===== config.mk =====
export PLATFORM = sky130hd
export DESIGN_NAME = fht_ram_reader
export DESIGN_NICKNAME = d
export VERILOG_FILES = /design/src/rtl/fht_ram_reader.sv
export SDC_FILE = /design/constraint.sdc
export NUM_CORES = 1
export LEC_CHECK = 0
export CORE_MARGIN = 1
export CORE_UTILIZATION = 40
export CTS_CLUSTER_DIAMETER = 100
export DETAILED_ROUTE_END_ITERATION = 16
export SLEW_MARGIN = 20
export SYNTH_ARGS = -nofsm -noshare
export SYNTH_HDL_FRONTEND = slang
export SYNTH_SLANG_ARGS = --single-unit

===== constraint.sdc =====
create_clock -name iCLK -period 2.55 [get_ports iCLK]
set_input_delay 0.6375 -clock iCLK [delete_from_list [all_inputs] [get_ports iCLK]]
set_output_delay 0.6375 -clock iCLK [all_outputs]
set_load 0.01 [all_outputs]

===== src/rtl/fht_ram_reader.sv =====
// FHT result RAM read-out engine: streams N points from a fixed-latency RAM over valid/ready.
// Optional macro FHT_RD_BITREV_EN selects bit-reversed read addressing.
module fht_ram_reader #(
    parameter int N       = 256,
    parameter int DATA_W  = 16,
    parameter int RAM_LAT = 2,
    localparam int ADDR_W = $clog2(N)
) (
    input  logic              iCLK,
    input  logic              iRESET,
    input  logic              iSTART,
    output logic              oBUSY,
    output logic              oRAM_RD,
    output logic [ADDR_W-1:0] oRAM_ADDR,
    input  logic [DATA_W-1:0] iRAM_DATA,
    output logic [DATA_W-1:0] oDATA,
    output logic              oVALID,
    input  logic              iREADY,
    output logic              oLAST,
    output logic              oDONE
);

    localparam int FIFO_DEPTH = RAM_LAT + 2;
    localparam int PTR_W      = $clog2(FIFO_DEPTH);
    localparam int OCC_W      = $clog2(2 * RAM_LAT + 4);

    localparam logic [ADDR_W:0]  CNT_LAST  = (ADDR_W + 1)'(N - 1);
    localparam logic [ADDR_W:0]  CNT_ONE   = (ADDR_W + 1)'(1);
    localparam logic [PTR_W-1:0] PTR_LAST  = PTR_W'(FIFO_DEPTH - 1);
    localparam logic [PTR_W-1:0] PTR_ONE   = PTR_W'(1);
    localparam logic [OCC_W-1:0] OCC_DEPTH = OCC_W'(FIFO_DEPTH);
    localparam logic [OCC_W-1:0] OCC_ONE   = OCC_W'(1);

    typedef enum logic [1:0] {
        S_IDLE  = 2'd0,
        S_READ  = 2'd1,
        S_DRAIN = 2'd2,
        S_DONE  = 2'd3
    } state_t;

    state_t              state_q, state_d;
    logic [ADDR_W:0]     rd_cnt_q, rd_cnt_d;
    logic [ADDR_W:0]     wr_cnt_q, wr_cnt_d;
    logic                rd_q, rd_d;
    logic [ADDR_W-1:0]   addr_q, addr_d;
    logic [RAM_LAT-1:0]  vld_sr_q, vld_sr_d;

    logic [DATA_W-1:0]   fifo_mem_q [FIFO_DEPTH];
    logic [PTR_W-1:0]    wr_ptr_q, rd_ptr_q;
    logic [OCC_W-1:0]    fifo_cnt_q;

    logic                push_s, pop_s, fifo_valid_s, credit_ok_s;
    logic [OCC_W-1:0]    occ_s;

    function automatic logic [ADDR_W-1:0] map_addr(input logic [ADDR_W-1:0] k);
        logic [ADDR_W-1:0] r;
`ifdef FHT_RD_BITREV_EN
        for (int i = 0; i < ADDR_W; i++) begin
            r[i] = k[ADDR_W-1-i];
        end
`else
        r = k;
`endif
        return r;
    endfunction

    function automatic logic [OCC_W-1:0] popcnt(input logic [RAM_LAT-1:0] v);
        logic [OCC_W-1:0] c;
        c = '0;
        for (int i = 0; i < RAM_LAT; i++) begin
            if (v[i]) begin
                c = c + OCC_ONE;
            end else begin
                c = c;
            end
        end
        return c;
    endfunction

    function automatic logic [PTR_W-1:0] ptr_inc(input logic [PTR_W-1:0] p);
        return (p == PTR_LAST) ? '0 : p + PTR_ONE;
    endfunction

    assign fifo_valid_s = (fifo_cnt_q != '0);
    assign push_s       = vld_sr_q[RAM_LAT-1];
    assign pop_s        = fifo_valid_s && iREADY;

    // Everything already committed (strobe, in-flight, buffered) minus this cycle's pop must leave room.
    assign occ_s       = popcnt(vld_sr_q) + OCC_W'(rd_q) + fifo_cnt_q - OCC_W'(pop_s);
    assign credit_ok_s = (occ_s < OCC_DEPTH);

    // Next-state, read issue and counter logic.
    always_comb begin
        state_d  = state_q;
        rd_cnt_d = rd_cnt_q;
        rd_d     = 1'b0;
        addr_d   = addr_q;
        if (pop_s) begin
            wr_cnt_d = wr_cnt_q + CNT_ONE;
        end else begin
            wr_cnt_d = wr_cnt_q;
        end
        vld_sr_d[0] = rd_q;
        for (int i = 1; i < RAM_LAT; i++) begin
            vld_sr_d[i] = vld_sr_q[i-1];
        end

        case (state_q)
            S_IDLE: begin
                if (iSTART) begin
                    state_d  = S_READ;
                    rd_d     = 1'b1;
                    addr_d   = map_addr('0);
                    rd_cnt_d = CNT_ONE;
                    wr_cnt_d = '0;
                end else begin
                    state_d = S_IDLE;
                end
            end
            S_READ: begin
                if (credit_ok_s) begin
                    rd_d     = 1'b1;
                    addr_d   = map_addr(rd_cnt_q[ADDR_W-1:0]);
                    rd_cnt_d = rd_cnt_q + CNT_ONE;
                    if (rd_cnt_q == CNT_LAST) begin
                        state_d = S_DRAIN;
                    end else begin
                        state_d = S_READ;
                    end
                end else begin
                    state_d = S_READ;
                end
            end
            S_DRAIN: begin
                if (pop_s && (wr_cnt_q == CNT_LAST)) begin
                    state_d = S_DONE;
                end else begin
                    state_d = S_DRAIN;
                end
            end
            S_DONE: begin
                state_d = S_IDLE;
            end
            default: begin
                state_d = S_IDLE;
            end
        endcase
    end

    // Control state registers.
    always_ff @(posedge iCLK or negedge iRESET) begin
        if (!iRESET) begin
            state_q  <= S_IDLE;
            rd_cnt_q <= '0;
            wr_cnt_q <= '0;
            rd_q     <= 1'b0;
            addr_q   <= '0;
            vld_sr_q <= '0;
        end else begin
            state_q  <= state_d;
            rd_cnt_q <= rd_cnt_d;
            wr_cnt_q <= wr_cnt_d;
            rd_q     <= rd_d;
            addr_q   <= addr_d;
            vld_sr_q <= vld_sr_d;
        end
    end

    // Show-ahead FIFO; credit accounting guarantees a push never meets a full FIFO without a pop.
    always_ff @(posedge iCLK or negedge iRESET) begin
        if (!iRESET) begin
            for (int i = 0; i < FIFO_DEPTH; i++) begin
                fifo_mem_q[i] <= '0;
            end
            wr_ptr_q   <= '0;
            rd_ptr_q   <= '0;
            fifo_cnt_q <= '0;
        end else begin
            if (push_s) begin
                fifo_mem_q[wr_ptr_q] <= iRAM_DATA;
                wr_ptr_q             <= ptr_inc(wr_ptr_q);
            end else begin
                wr_ptr_q <= wr_ptr_q;
            end
            if (pop_s) begin
                rd_ptr_q <= ptr_inc(rd_ptr_q);
            end else begin
                rd_ptr_q <= rd_ptr_q;
            end
            fifo_cnt_q <= fifo_cnt_q + OCC_W'(push_s) - OCC_W'(pop_s);
        end
    end

    assign oBUSY     = (state_q != S_IDLE);
    assign oDONE     = (state_q == S_DONE);
    assign oRAM_RD   = rd_q;
    assign oRAM_ADDR = addr_q;
    assign oVALID    = fifo_valid_s;
    assign oDATA     = fifo_valid_s ? fifo_mem_q[rd_ptr_q] : '0;
    assign oLAST     = fifo_valid_s && (wr_cnt_q == CNT_LAST);

endmodule


==> results of run 1 <==
==> worst paths after layout <==
kind,cells past startpoint,from,endpoint,slack (ns)
worst max-delay path,10,fifo_cnt_q[1]$_DFF_PN0_,rd_cnt_q[8]$_DFFE_PN0P_,0.07
worst min-delay path,1,iRESET,fifo_mem_q[35]$_DFFE_PN0P_,0.18
worst max register to register,10,fifo_cnt_q[1]$_DFF_PN0_,rd_cnt_q[8]$_DFFE_PN0P_,0.07
worst min register to register,0,vld_sr_q[0]$_DFF_PN0_,vld_sr_q[1]$_DFF_PN0_,0.40
max in group asynchronous,2,iRESET,rd_ptr_q[0]$_DFFE_PN0P_,1.71
min in group iCLK,0,vld_sr_q[0]$_DFF_PN0_,vld_sr_q[1]$_DFF_PN0_,0.40
==> critical path: stages (launching register included) <==
cell,delay [ns]
dfrtp_1,0.40
buf_6,0.13
o31ai_4,0.26
clkinv_2,0.11
ha_4,0.27
inv_2,0.04
ha_4,0.26
nand3_4,0.13
and4b_2,0.30
or4_1,0.40
o21ai_1,0.09
==> cells in the mapped netlist (all sizes together), types with 2 or more instances <==
cell type / instances / area share, %
mux2: 64 / 15
nor2: 11 / 0.86
mux2i: 6 / 1.2
dfrtp: 102 / 53
o21ai: 24 / 2.5
nand2: 29 / 2.3
nor3: 6 / 0.73
o31ai: 2 / 0.60
a211oi: 2 / 0.42
buf: 5 / 0.62
nand2b: 2 / 0.26
or3: 2 / 0.29
xnor2: 6 / 1.1
xor2: 4 / 0.73
ha: 15 / 3.9
and2: 19 / 2.5
nand3: 4 / 0.42
inv: 17 / 1.3
nand4: 3 / 0.39
and3: 4 / 0.52
clkbuf: 11 / 0.88
or4: 2 / 0.31
a21o: 2 / 0.31
a21oi: 4 / 0.42
mux4: 16 / 7.5
==> metrics by stage <==
stage                     total power [mW]  cells  util (%)  hold slack [ns]  setup slack, ns
final                                 9.11    604      53.8            0.176           0.0669
after global routing                  9.73    604      53.8            0.186          -0.0870
after CTS                             8.55    599      52.4            0.174          0.00127
after global placement                6.88    578      49.0            0.368           -0.349
after floorplan                       5.34    373         -            0.342          0.00158
after detailed placement              7.01    578      49.0            0.381           -0.420
==> sequential cells by signal, summed over array words and instances, names as in the netlist, named ones only <==
name / count
fifo_cnt_q: 3
state_q: 1
rd_ptr_q: 2
wr_cnt_q: 9
rd_cnt_q: 9
vld_sr_q: 2
oRAM_RD: 1
wr_ptr_q: 2
fifo_mem_q: 64
oRAM_ADDR: 8
==> repair_timing <==
item	CTS	global route
hold endpoints to repair	0	0
hold buffers	0	0
endpoints found under the setup margin	23	32
pin swaps	3	6
buffers inserted	5	3
cloned	1	3
resized for setup	38	56
==> routing by layer <==
layer / vias to the layer above / GRT usage, % / routed length (um)
met2: 62 / 26.3 / 4840
met4: 0 / 5.23 / 108
li1: 1488 / - / -
met1: 1636 / 24.2 / 4870
met3: 9 / 5.33 / 424
met5: - / 0 / 0
==> final cells by class <==
class                      count  area [sq um]  share of cell area (%)
timing repair buffer          87           843                    13.5
sequential                   102          2550                    41.0
clock buffer                  12           256                    4.12
tap                          143           179                    2.87
clock inverter                 3          67.6                    1.09
multi-input combinational    239          2260                    36.3
inverter                      18          68.8                    1.11
==> cells by family (layout without fill, tap and decap cells) <==
family          count (synthesis)  after routing  synth area share, %
buf+inv                        34            120                 2.91
xor+xnor                       10             10                 1.82
mux                            86             86                 23.7
simple gates                   85             86                 8.97
fa+ha+maj                      16             16                 4.32
flops                         102            102                 53.0
compound gates                 40             41                 5.23
==> power by group through the flow <==
stage | registers, mW | clock network (mW) | logic, mW
2_1_floorplan | 2.69 | 0 | 2.64
3_3_place_gp | 2.75 | 0 | 4.12
3_5_place_dp | 2.79 | 0 | 4.21
4_1_cts | 2.76 | 1.54 | 4.26
5_1_grt | 2.86 | 1.60 | 5.26
6_report | 2.77 | 1.50 | 4.84
==> impl_metrics.yaml, run 1 <==
route:
  ant_nets: 0
  avgRoutedWirePerCell_um: 16.9
  vias: 3195
  routed_via_density: 5.29
  drtPass1Iterations: 10
  drcViolationCount: 5
  totalWireLength_um: 10200
  initialDrtViolationCount: 119
cells_and_area:
  fillers: 988
  mostFrequentLayoutCells: "dfrtp_1 (101), mux2_2 (64), nand2_1 (29), buf_4 (29), clkdlybuf4s50_1 (28)"
  final_common_cell: "dfrtp_1"
  drive_gt1_share_pct: 35.8
  num_antenna_cells: 0
  area_delta_synth_final_pct: 29.4
  nNetsFinal: 493
  layout.cell_area.non_filler_sq_um: 6230
yosys:
  syn-instance-count: 373
  synthFlopType: "dfrtp_1"
  synth_edf_count: 0
  postSynthAreaPerCell_sq_um: 12.9
  yosys_register_bits: 102
  synth_fp_nets: 409
  yosysWarnings: 0
  ys_types: 44
  seq_area_frac_synth_pct: 53.0
  synthArstFlopShare_pct: 100
  syn_area_sq_um: 4810
critical_path:
  cp.required_ns: 2.82
  critPathKind: "reg -> reg"
  path_max_fanout: 6
  cp-start-kind: "flip-flop"
  end_kind: "flip-flop"
  arrival_ns: 2.75
timing:
  maxSlewViolCount: 0
  setup_tns_ns: 0
  fmax_mhz: 403
  rsz0062_at_grt: "true"
  period_minus_slack_ns: 2.48
  fin_skew_ns: 0.00814
  hold_violations: 0
  finalSetupViolations: 0
  fin_crit_sh_pct: 97.4
  relSlewSlack_pct: 57.7
  worst_pin_slew_ns: 0.630
power:
  p_int_mw: 5.96
  switching_share_pct: 34.5
  ir_drop_mv: 0.662
  p_leak_nw: 2.70
  powerDensity_nw_per_um2: 1460
  p_seq_share_pct: 30.4
  clockPowerShare_pct: 16.4
  combPwrFrac_pct: 53.2
  power.switching_mw: 3.14
global_route:
  grt.total_usage_pct: 17.4
  antenna_found_initial: 0
  grt_pass1_vias: 3284
  grt_max_degree: 36
  grt_pass1_wl_um: 16800
  grt-ovfl-total: 0
placement:
  place_congestion: 0.807
  io_buffers: 48
  place_area_sq_um: 5660
  hpwlAfterDp_um: 6590
clock_network:
  cts_made_buffers: 9
  htreeDepth: 3
  worstSkewPairLatency_ns: 0.35
  clock_sinks: 102
  clk_pin_slew_ns: 0.07
  cts_tree: "done"
  cts_root_buffer: "clkbuf_16"
  clk_path_buf_depth: 2
run_status:
  outcome: "finished with violations"
  violations: "DRC"
die:
  die-width_um: 112
  core_area_sq_um: 11600
  rows: 39
  die_area_sq_um: 12500
  initial_core_util_pct: 41.6
  pin_count: 49
  die_height_um: 112
min_path:
  min_path_type: "in -> async"
job:
  cap_violations: 0
(Power assumes the default switching activity.)
==> run 2: changes to the inputs <==
--- a/config.mk
+++ b/config.mk
@@ -5,6 +5,7 @@
 export SDC_FILE = /design/constraint.sdc
 export NUM_CORES = 1
 export LEC_CHECK = 0
+export ABC_AREA = 1
 export CORE_MARGIN = 1
 export CORE_UTILIZATION = 40
 export CTS_CLUSTER_DIAMETER = 100
==> impl_metrics.yaml, run 2 <==
route:
  vias: 4033
  routed_via_density: 4.89
  drtPass1Iterations: 4
  avgRoutedWirePerCell_um: 13.6
  initialDrtViolationCount: 295
  ant_nets: 0
  totalWireLength_um: 11200
  drcViolationCount: 0
yosys:
  syn_area_sq_um: 4930
  seq_area_frac_synth_pct: 51.8
  postSynthAreaPerCell_sq_um: 8.02
  ys_types: 29
  yosys_register_bits: 102
  yosysWarnings: 0
  synthArstFlopShare_pct: 100
  synthFlopType: "dfrtp_1"
  yosysTopAreaCell: "dfrtp_1"
  ys_top_cells_by_count: "nand2_1 (153), o21ai_0 (105), dfrtp_1 (102), nor2_1 (86), inv_1 (51)"
  synth_edf_count: 0
  synth_fp_nets: 650
  syn-instance-count: 614
  yosys-top-cells-area: "dfrtp_1 (52%), nand2_1 (12%), o21ai_0 (11%)"
  yosysTopAreaCellShare_pct: 51.8
  yosysMostFrequentCell: "nand2_1"
placement:
  io_buffers: 48
  hpwlAfterDp_um: 7320
  place_congestion: 0.744
power:
  power.switching_mw: 3.60
  powerDensity_nw_per_um2: 1410
  ir_drop_mv: 0.654
  combPwrFrac_pct: 49.0
  p_int_mw: 4.91
  p_seq_share_pct: 33.8
  clockPowerShare_pct: 17.2
  switching_share_pct: 42.3
  p_total_mw: 8.51
  p_leak_nw: 3.03
critical_path:
  cp-start-kind: "flip-flop"
  end_kind: "output port"
  path_max_fanout: 18
  max_stage_delay_ns: 0.48
  critPathKind: "reg -> out"
  cp.required_ns: 1.91
  arrival_ns: 1.81
  slowest_stage: "clkdlybuf4s50_1"
  path_cells: "nor3_4 > buf_6 > inv_2 > clkdlybuf4s50_1"
  crit_family: "buffers and inverters"
  critPathBufInv: 3
global_route:
  antenna_found_initial: 0
  grt_max_degree: 59
  grt_pass1_vias: 3932
  grt-ovfl-total: 0
  grt_pass1_wl_um: 19000
  grt.total_usage_pct: 19.0
timing:
  fmax_mhz: 409
  relSlewSlack_pct: 60.5
  hold_violations: 0
  hold_slack_ns: 0.162
  setup_tns_ns: 0
  maxSlewViolCount: 0
  fin_skew_ns: 0.00861
  fin_crit_sh_pct: 95.8
  finalSetupViolations: 0
  period_minus_slack_ns: 2.44
  worst_pin_slew_ns: 0.591
  rsz0062_at_grt: "false"
cells_and_area:
  drive_gt1_share_pct: 9.45
  largest_registers: "fifo_mem_q: 64 flops, rd_cnt_q: 9 flops, wr_cnt_q: 9 flops"
  nNetsFinal: 708
  num_antenna_cells: 0
  largest_register_ffs: 64
  top_register: "fifo_mem_q"
  area_delta_synth_final_pct: 22.5
  fillers: 1150
  final_common_cell: "nand2_1"
  mostFrequentLayoutCells: "nand2_1 (151), o21ai_0 (105), dfrtp_1 (100)"
die:
  pin_count: 49
  die_height_um: 113
  die_area_sq_um: 12800
  core_area_sq_um: 12000
  rows: 40
  initial_core_util_pct: 41.0
  die-width_um: 113
clock_network:
  worstSkewPairLatency_ns: 0.35
  ctsHoldBuffers: 0
  clk_path_buf_depth: 2
  clock_sinks: 102
  clk_pin_slew_ns: 0.07
  cts_made_buffers: 9
  htreeDepth: 3
  cts_root_buffer: "clkbuf_16"
  cts_tree: "done"
run_status:
  outcome: "complete, no violations"
min_path:
  min_path_type: "in -> async"
job:
  cap_violations: 0
## run 2: cell types whose count changed after synthesis, moves of 16 or more
cell     delta
a21oi_1    +17
inv_1      +34
nor2_1     +75
nand3_1    +21
mux4_2     -16
mux2_2     -64
o21ai_0    +81
and2_1     -18
nand2_1   +124
## run 2: final cells by class
cell class	count	area [sq um]	share of cell area (%)
multi-input combinational	428	2080	34.5
clock buffer	10	229	3.79
sequential	102	2550	42.3
inverter	57	219	3.63
tap	147	184	3.05
clock inverter	6	86.3	1.43
timing repair buffer	74	678	11.2
## run 2: worst paths after layout
path | to | depth (start not counted) | start | slack [ns]
worst max-delay path | oVALID | 4 | fifo_cnt_q[1]$_DFF_PN0_ | 0.11
worst min-delay path | fifo_mem_q[49]$_DFFE_PN0P_ | 1 | iRESET | 0.16
worst max register to register | rd_cnt_q[5]$_DFFE_PN0P_ | 14 | fifo_cnt_q[1]$_DFF_PN0_ | 0.33
worst min register to register | vld_sr_q[1]$_DFF_PN0_ | 0 | vld_sr_q[0]$_DFF_PN0_ | 0.40
max in group asynchronous | rd_cnt_q[2]$_DFFE_PN0P_ | 2 | iRESET | 1.76
min in group iCLK | vld_sr_q[1]$_DFF_PN0_ | 0 | vld_sr_q[0]$_DFF_PN0_ | 0.40
## run 2: power by group through the flow
stage               combinational (mW)  sequential [mW]  clock, mW
floorplan                         2.73             2.76          0
finish                            4.17             2.88       1.46
detailed placement                4.04             2.89          0
global placement                  3.93             2.88          0
CTS                               3.94             2.88       1.50
global route                      4.78             2.98       1.56
## run 2: metrics by stage
step	util [%]	cell area [sq um]	instances	setup slack, ns
6_report	50.2	6040	824	0.106
5_1_grt	50.2	6040	824	0.0317
4_1_cts	49.7	5970	822	0.00299
3_5_place_dp	46.9	5640	803	-0.266
3_3_place_gp	46.9	5640	803	-0.232
2_1_floorplan	-	4930	614	0.114
## run 2: kinds of logic (layout without fill, tap and decap cells)
kind of cell	Yosys count	after routing	synth area share, %
AO/OA/AOI/OAI	129	129	13.4
AND/OR/NAND/NOR	278	280	23.0
buffers and inverters	86	147	7.06
adder cells (fa/ha/maj)	16	16	4.22
flip-flops	102	102	51.8
XOR/XNOR	3	3	0.533
## run 2: what timing repair did
item | 4_1_cts | 5_1_grt
gates cloned | 0 | 2
setup buffers | 3 | 0
pin swaps | 1 | 4
resized for setup | 21 | 14
setup endpoints to repair | 17 | 20
## run 2: layer usage
metal	vias up	part of all wire (%)	track usage [%]
li1	2077	-	-
met1	1879	46	24.3
met2	67	48	31.3
met3	10	4.0	5.68
met4	0	1.1	5.70
met5	-	0	0
==> run 3: changes to the inputs <==
--- a/config.mk
+++ b/config.mk
@@ -6,10 +6,14 @@
 export NUM_CORES = 1
 export LEC_CHECK = 0
 export ABC_AREA = 1
+export CELL_PAD_IN_SITES_DETAIL_PLACEMENT = 0
+export CELL_PAD_IN_SITES_GLOBAL_PLACEMENT = 1
 export CORE_MARGIN = 1
-export CORE_UTILIZATION = 40
+export CORE_UTILIZATION = 38
 export CTS_CLUSTER_DIAMETER = 100
 export DETAILED_ROUTE_END_ITERATION = 16
+export GPL_ROUTABILITY_DRIVEN = 0
+export PLACE_DENSITY_LB_ADDON = 0.1
 export SLEW_MARGIN = 20
 export SYNTH_ARGS = -nofsm -noshare
 export SYNTH_HDL_FRONTEND = slang
==> impl_metrics.yaml, run 3 (same netlist as run 2, synthesis figures left out) <==
run_status:
  outcome: "complete, no violations"
cells_and_area:
  fin_cells: 854
  nNetsFinal: 713
  drive_gt1_share_pct: 9.53
  largest_register_ffs: 64
  area_delta_synth_final_pct: 23.4
  num_antenna_cells: 0
  mostFrequentLayoutCells: "nand2_1 (153), o21ai_0 (105), dfrtp_1 (101)"
  layout.cell_area.non_filler_sq_um: 6080
  largest_registers: "fifo_mem_q: 64 flops, rd_cnt_q: 9 flops, wr_cnt_q: 9 flops"
  final_common_cell: "nand2_1"
  top_register: "fifo_mem_q"
placement:
  hpwlAfterDp_um: 7880
  io_buffers: 48
  post-place-cells: 834
  place_area_sq_um: 5730
critical_path:
  cp.required_ns: 1.91
  arrival_ns: 1.83
  path_max_fanout: 18
  cp-start-kind: "flip-flop"
  critPathKind: "reg -> out"
  end_kind: "output port"
clock_network:
  cts_made_buffers: 9
  clk_pin_slew_ns: 0.07
  htreeDepth: 3
  cts_root_buffer: "clkbuf_16"
  worstSkewPairLatency_ns: 0.35
  ctsHoldBuffers: 0
  cts_tree: "done"
  clk_path_buf_depth: 2
  clock_sinks: 102
global_route:
  grt.total_usage_pct: 19.3
  grt_pass1_vias: 4060
  grt_max_degree: 43
  antenna_found_initial: 0
  grt_pass1_wl_um: 19600
  grt-ovfl-total: 0
timing:
  hold_violations: 0
  worst_pin_slew_ns: 0.420
  fmax_mhz: 405
  finalSetupViolations: 0
  fin_crit_sh_pct: 96.7
  relSlewSlack_pct: 72.0
  rsz0062_at_grt: "true"
  fin_skew_ns: 0.00904
  period_minus_slack_ns: 2.47
  maxSlewViolCount: 0
power:
  p_int_mw: 4.90
  switching_share_pct: 42.0
  p_seq_share_pct: 34.2
  clockPowerShare_pct: 16.8
  p_total_mw: 8.44
  power.switching_mw: 3.54
  powerDensity_nw_per_um2: 1390
  combPwrFrac_pct: 49.1
  ir_drop_mv: 0.772
  p_leak_nw: 3.06
die:
  rows: 41
  die-width_um: 116
  die_area_sq_um: 13400
  die_height_um: 116
  core_area_sq_um: 12600
  pin_count: 49
  initial_core_util_pct: 39.0
route:
  ant_nets: 0
  vias: 4065
  totalWireLength_um: 11700
  avgRoutedWirePerCell_um: 13.7
  drcViolationCount: 0
  drtPass1Iterations: 4
  initialDrtViolationCount: 205
  routed_via_density: 4.76
job:
  cap_violations: 0
min_path:
  min_path_type: "in -> async"
==> run 3: changes by cell type in the layout (fill, tap and decap cells not counted), sizes merged <==
cell           delta
bufinv            -1
buf               +7
nand3             -2
inv               +1
clkbuf            -2
clkinv            +2
clkinvlp          -1
dlymetal6s2s      +1
dlygate4sd2       -1
clkdlybuf4s50     +1
==> run 3: worst max-delay path, stage by stage, from the launching register on <==
cell             delay [ns]
dfrtp_1                0.45
nor3_4                 0.23
buf_6                  0.25
inv_2                  0.07
clkdlybuf4s50_1        0.47
==> run 3: worst paths after layout <==
path | start | slack (ns) | end | cells past startpoint
min in group iCLK | vld_sr_q[0]$_DFF_PN0_ | 0.39 | vld_sr_q[1]$_DFF_PN0_ | 0
max | fifo_cnt_q[1]$_DFF_PN0_ | 0.08 | oVALID | 4
max in group asynchronous | iRESET | 1.70 | oRAM_ADDR[0]$_DFFE_PN0P_ | 2
min reg2reg | vld_sr_q[0]$_DFF_PN0_ | 0.39 | vld_sr_q[1]$_DFF_PN0_ | 0
max reg2reg | fifo_cnt_q[1]$_DFF_PN0_ | 0.30 | oRAM_ADDR[5]$_DFFE_PN0P_ | 14
min | iRESET | 0.22 | fifo_mem_q[34]$_DFFE_PN0P_ | 1
==> run 3: power by group through the flow <==
stage                     logic [mW]  registers [mW]  clock network, mW
after floorplan                 2.73            2.76                  0
after global placement          4.16            2.88                  0
after detailed placement        4.24            2.90                  0
after CTS                       4.15            2.88               1.46
after global routing            4.79            2.99               1.52
final                           4.14            2.88               1.42
==> run 3: through the flow <==
| step | TNS, ns | util, % | setup slack, ns | hold slack, ns |
|---|---|---|---|---|
| 2_1_floorplan | 0 | - | 0.114 | 0.342 |
| 3_3_place_gp | -3.37 | 45.4 | -0.201 | 0.375 |
| 3_5_place_dp | -4.32 | 45.4 | -0.258 | 0.379 |
| 4_1_cts | 0 | 48.0 | 0.00257 | 0.223 |
| 5_1_grt | -0.118 | 48.2 | -0.0216 | 0.239 |
| 6_report | 0 | 48.2 | 0.0835 | 0.221 |
==> run 3: repair_timing <==
item                                    in CTS  in global routing
endpoints found under the hold margin        0                  0
resized for setup                           20                  4
pin swaps                                    1                  0
setup buffers                                2                  2
endpoints found under the setup margin      18                 17
==> run 3: area by class of cell <==
class,count,area (sq um)
Clock buffer,9,225
Clock inverter,7,82.6
Fill cell,1274,6540
Inverter,57,219
Multi-Input combinational cell,426,2030
Sequential cell,102,2550
Tap cell,172,215
Timing Repair Buffer,81,752
==> run 3: routing by layer <==
| metal | global-route usage, % | vias up | routed length [um] |
|---|---|---|---|
| met5 | 0 | - | 0 |
| met4 | 5.81 | 0 | 202 |
| met3 | 4.92 | 13 | 439 |
| met2 | 32.4 | 59 | 5470 |
| met1 | 24.5 | 1911 | 5590 |
| li1 | - | 2082 | - |
==> RTL edit 1, RTL diff (config.mk and constraints of run 3) <==
The parameter `RAM_LAT` goes from 2 to 4.
--- a/src/rtl/fht_ram_reader.sv
+++ b/src/rtl/fht_ram_reader.sv
@@ -5,3 +5,3 @@
     parameter int DATA_W  = 16,
-    parameter int RAM_LAT = 2,
+    parameter int RAM_LAT = 4,
     localparam int ADDR_W = $clog2(N)
Check against the original RTL: not equivalent (Yosys sat finds a counterexample within 10 cycles, from zero or initial values and one cycle with iRESET low).
==> RTL edit 1 against run 3 <==
The flow now finishes with violations (setup timing); clock skew shrank 0.0024 ns; synthesized cell count grew 31%; maximum frequency shrank 14%; total power grew 42%; area after synthesis grew 36%; sequential cell count grew 37; largest cell class unchanged; first-iteration DRC count grew 53%; via count grew 38%; wire length grew 51%; final area grew 45%; setup slack lost 0.41 ns; die area grew 35%; critical path type is now flop to flop.
==> RTL edit 1: results (changes against run 3) <==
STA
  – Slew at the pin closest to its max-slew limit: 0.514 ns (was 0.420 ns)
  – Final Setup Violations: 20 (was 0)
  – Clock Skew: 0.00663 ns (was 0.00904 ns)
  – Hold_ws: 0.172 ns (was 0.221 ns)
  – Worst Slack Setup Final: -0.323 ns (was 0.0835 ns)

Synthesis
  – Seq/Total Area, Yosys: 0.520 (was 0.518)
  – Syn Nets: 847 (was 650)
  – Post-synth top cells: nand2_1 (205), dfrtp_1 (139), o21ai_0 (131), nor2_1 (71), inv_1 (66) (was nand2_1 (153), o21ai_0 (105), dfrtp_1 (102), nor2_1 (86), inv_1 (51))
  – Post-Synthesis Mean Instance Area: 8.29 sq um (was 8.02 sq um)
  – Adder-cell share of the synthesized area: 0.0396 (was 0.0422)
  – Dominant cells by area after synthesis: dfrtp_1 (52%), nand2_1 (11%), o21ai_0 (9.8%), nor2_1 (4.0%), inv_1 (3.7%) (was dfrtp_1 (52%), nand2_1 (12%), o21ai_0 (11%), nor2_1 (6.6%), inv_1 (3.9%))

Pwr
  – P_leak: 4.26 nW (was 3.06 nW)
  – Peak VDD IR: 0.877 mV (was 0.772 mV)
  – Clock power share: 0.209 (was 0.168)
  – Sequential fraction of design power: 0.252 (was 0.342)

Setup path
  – Crit path largest cell delay: 0.37 ns (was 0.47 ns)
  – R2r worst-path depth: 16 (was 14)
  – Critical-path top delay cell: dfrtp_1 (was clkdlybuf4s50_1)
  – R2r endpoint: rd_cnt_q[2] (was oRAM_ADDR[5])
  – Worst Path Max Fanout: 8 (was 18)
  – CP delay by family, top: adder cells (was buffers and inverters)
  – Worst flop-to-flop path startpoint: vld_sr_q[0] (was fifo_cnt_q[1])
  – Critical Path AT: 3.17 ns (was 1.83 ns)

Global routing
  – Vias in the first global route: 5600 (was 4060)
  – First-pass GRT wire length: 28.6 mm (was 19.6 mm)
  – Tot GR Track Use: 0.206 (was 0.193)
  – Largest net degree at the start of global routing: 57 (was 43)

Clock tree
  – H-tree depth: 4 (was 3)

Route
  – Routed wire length: 17.6 mm (was 11.7 mm)
  – DR iter-0 viols: 314 (was 205)
  – Vias per std cell: 4.94 (was 4.76)
  – WL/cell: 15.5 um (was 13.7 um)

Layout
  – # nets final: 940 (was 713)
  – Share of cells above drive strength 1: 0.214 (was 0.0953)
  – Top Registers: fifo_mem_q x96, rd_cnt_q x9, wr_cnt_q x9 (was fifo_mem_q x64, rd_cnt_q x9, wr_cnt_q x9)
  – Fillers: 1610 (was 1274)

Placement
  – Post-DP HPWL: 10.9 mm (was 7.88 mm)
  – # placed instances: 1090 (was 834)

Outcome
  – Violated checks: setup timing
  – Status: complete, but fails checks (was complete, no violations)
-- RTL edit 1: changes by cell type after synthesis, moves of 15 or more --
cell,change
nand2_1,+52
dfrtp_1,+37
o21ai_0,+26
nand3_1,+17
inv_1,+15
nor2_1,-15
-- RTL edit 1: per-stage QoR --
step / cell area, sq um / setup TNS, ns / setup WS (ns) / total power [W]
2_1_floorplan: 6750 / -3.74 / -0.259 / 0.00633
3_3_place_gp: 7750 / -10.35 / -0.547 / 0.00826
3_5_place_dp: 7750 / -10.92 / -0.586 / 0.00839
4_1_cts: 8590 / -4.92 / -0.278 / 0.0114
5_1_grt: 8820 / -8.25 / -0.456 / 0.0129
6_report: 8820 / -5.46 / -0.323 / 0.0120
-- RTL edit 1: worst max path at each step --
stage,cells past startpoint,endpoint,startpoint,slack [ns]
after CTS,13,rd_cnt_q[2],vld_sr_q[1],-0.28
after global placement,16,rd_cnt_q[2],iREADY,-0.55
final,16,rd_cnt_q[2],vld_sr_q[0],-0.32
after global routing,16,rd_cnt_q[6],vld_sr_q[1],-0.46
after floorplan,20,rd_cnt_q[3],fifo_cnt_q[3],-0.26
after detailed placement,16,oRAM_ADDR[1],iREADY,-0.59
-- RTL edit 1: per-layer routing --
metal | part of all wire | vias to the layer above | track usage
met3 | 0.026 | 25 | 0.0364
li1 | - | 2793 | -
met2 | 0.50 | 99 | 0.344
met5 | 0 | - | 0
met4 | 0.016 | 0 | 0.0724
met1 | 0.46 | 2709 | 0.268
-- RTL edit 1: cell type report --
type / count / area [sq um] / share of cell area
sequential: 139 / 3480 / 0.395
multi-input combinational: 554 / 3120 / 0.353
timing repair buffer: 115 / 1070 / 0.121
clock buffer: 24 / 482 / 0.0546
tap: 225 / 282 / 0.0319
inverter: 73 / 278 / 0.0315
clock inverter: 8 / 115 / 0.0130
==> RTL edit 2, RTL diff (settings of run 3) <==
Without the edit above. The 4 states of `state_t` get a one-hot encoding in 4 bits.
--- a/src/rtl/fht_ram_reader.sv
+++ b/src/rtl/fht_ram_reader.sv
@@ -33,7 +33,7 @@
 
-    typedef enum logic [1:0] {
-        S_IDLE  = 2'd0,
-        S_READ  = 2'd1,
-        S_DRAIN = 2'd2,
-        S_DONE  = 2'd3
+    typedef enum logic [3:0] {
+        S_IDLE  = 4'b0001,
+        S_READ  = 4'b0010,
+        S_DRAIN = 4'b0100,
+        S_DONE  = 4'b1000
     } state_t;
Function: same outputs for any inputs over 10 cycles, from zero or initial values and one cycle with iRESET low; not proved beyond that.
==> RTL edit 2 against run 3 <==
Non-clock buffer count shrank 9; global-route usage shrank 0.33 points; wire length grew 1.4%; sequential cell count grew 2; area after synthesis grew 2.4%; total power shrank 12%; setup slack gained 0.033 ns; final area grew 0.99%.
==> RTL edit 2: results (changes against run 3) <==
Outcome
  – Status: complete, no violations (unchanged)

Pwr
  – Int Pwr: 0.00451 W (was 0.00490 W)
  – P_leak: 3.03 nW (was 3.06 nW)
  – Peak VDD IR: 0.461 mV (was 0.772 mV)

Placement
  – Pre-CTS WS: -0.123 ns (was -0.258 ns)
  – Post-DP HPWL: 7.89 mm (was 7.88 mm)
  – Number of I/O port buffers: 48 (unchanged)
  – Area after DPL: 5810 sq um (was 5730 sq um)

Synthesis
  – Dominant cells by area after synthesis: dfrtp_1 (51%), nand2_1 (11%), o21ai_0 (10%), nor2_1 (7.4%), inv_1 (4.2%) (was dfrtp_1 (52%), nand2_1 (12%), o21ai_0 (11%), nor2_1 (6.6%), inv_1 (3.9%))
  – Syn Nets: 667 (was 650)
  – Asr flop ratio synth: 1.00 (unchanged)
  – Ys Warns: 0 (unchanged)
  – Post-synth top cells: nand2_1 (145), dfrtp_1 (103), o21ai_0 (102), nor2_1 (100), inv_1 (57) (was nand2_1 (153), o21ai_0 (105), dfrtp_1 (102), nor2_1 (86), inv_1 (51))
  – Seq/Total Area, Yosys: 0.516 (was 0.518)
  – Yosys cell types: 33 (was 29)

Layout
  – Top Registers: fifo_mem_q x64, rd_cnt_q x9, wr_cnt_q x9 (unchanged)
  – # nets final: 721 (was 713)
  – Share of cells above drive strength 1: 0.0797 (was 0.0953)
  – Antenna cell count: 0 (unchanged)

Global routing
  – First-pass GRT wire length: 19.7 mm (was 19.6 mm)
  – Largest net degree at the start of global routing: 40 (was 43)
  – GR Layer Usage met3: 0.0520 (was 0.0492)
  – Tot GR Track Use: 0.190 (was 0.193)
  – M2 GR Usage: 0.321 (was 0.324)
  – Antenna violations before repair: 1 (was 0)
  – Vias in the first global route: 3926 (was 4060)
  – M1 GR Usage: 0.242 (was 0.245)

Clock tree
  – Total CTS buffers: 9 (unchanged)
  – Postcts setup bufs: 0 (was 2)
  – Clk_lat worst skew: 0.35 ns (about the same)
  – Clock-pin slew on the worst setup and hold paths: ~0.060 ns
  – H-tree depth: 3 (unchanged)
  – Clock root buffer: clkbuf_16 (unchanged)

Setup path
  – Crit path largest cell delay: 0.38 ns (was 0.47 ns)
  – Critical-path top delay cell: dfrtp_1 (was clkdlybuf4s50_1)
  – Critical Path AT: 1.80 ns (was 1.83 ns)
  – Worst Path Max Fanout: 3 (was 18)
  – CP delay by family, top: simple AND/OR/NAND/NOR gates (was buffers and inverters)

Route
  – Met2 wire length: 5.79 mm (was 5.47 mm)
  – Routed wl met3: 383 um (was 439 um)
  – Routed vias: 4093 (was 4065)
  – Pre-Repair DR Iteration Count: 5 (was 4)
  – WL/cell: 13.8 um (was 13.7 um)
  – DR iter-0 viols: 312 (was 205)
  – WL met1: 5.57 mm (was 5.59 mm)
  – Max layer used: met5 (was met4)

STA
  – Max-slew headroom: 0.698 (was 0.720)
  – Clock Skew: 0.00701 ns (was 0.00904 ns)
## RTL edit 2: cell types whose count changed in the layout (fill, tap and decap cells not counted), moves of 3 or more
cell	delta
nor2_1	+14
buf_4	-11
nand2_1	-8
inv_1	+6
clkinv_4	-4
nand3_1	+4
clkbuf_1	+3
o21ai_0	-3
## RTL edit 2: cell families (layout without fill, tap and decap cells)
group                    Yosys count  after routing  share of synthesized area
AND/OR/NAND/NOR                  290            290                      0.236
AO/OA/AOI/OAI                    126            126                      0.127
XOR/XNOR                           4              4                    0.00695
flip-flops                       104            104                      0.516
adder cells (fa/ha/maj)           16             16                     0.0412
buffers and inverters             91            150                     0.0732
## RTL edit 2: power groups by stage
stage	combinational (W)	sequential, W	clock, W
2_1_floorplan	0.00213	0.00268	0
3_3_place_gp	0.00331	0.00276	0
3_5_place_dp	0.00337	0.00278	0
4_1_cts	0.00329	0.00277	0.00145
5_1_grt	0.00371	0.00286	0.00152
6_report	0.00322	0.00276	0.00140
## RTL edit 2: worst paths after layout
kind | slack [ns] | endpoint | cells after the start | startpoint
max in group asynchronous | 1.70 | state_q[0] | 2 | iRESET
hold reg to reg | 0.39 | vld_sr_q[1] | 0 | vld_sr_q[0]
min in group iCLK | 0.39 | vld_sr_q[1] | 0 | vld_sr_q[0]
hold / removal | 0.24 | fifo_mem_q[4] | 1 | iRESET
setup reg to reg | 0.29 | oRAM_ADDR[3] | 16 | fifo_cnt_q[1]
setup / recovery | 0.12 | oLAST | 7 | wr_cnt_q[1]
## RTL edit 2: worst register-to-register path, stage by stage, from the launching register on
cell	delay, ns
dfrtp_1	0.40
inv_1	0.15
nand3_4	0.12
nand2_2	0.09
inv_1	0.05
ha_1	0.27
inv_1	0.05
ha_1	0.28
nand2_1	0.07
nand2_1	0.04
nand2_1	0.06
nand2_1	0.05
nand2_1	0.10
nand3_4	0.10
buf_4	0.18
nand3_1	0.07
nand2_1	0.06
## RTL edit 2: what timing repair did
item	in CTS	in global routing
cloned	0	0
pin swaps	1	1
setup endpoints to repair	17	4
endpoints found under the hold margin	0	0
resized for setup	26	6
## RTL edit 2: per-stage QoR
step                      std cells  utilization  hold WS, ns  TNS, ns  power, W
after floorplan                 631            -        0.342        0   0.00481
after global placement          846        0.455        0.371    -1.38   0.00608
after detailed placement        846        0.455        0.373    -1.82   0.00615
after CTS                       862        0.480        0.252   -0.111   0.00751
after global routing            862        0.481        0.262  -0.0250   0.00808
final                           862        0.481        0.241        0   0.00739
## RTL edit 2: final cells by class
type                    count  area [sq um]
clock buffers              14           264
inverters                  62           241
well taps                 172           215
fillers                  1249          6630
clock inverters             2          37.5
flip-flops and latches    104          2610
repair buffers             72           688
multi-input cells         436          2090
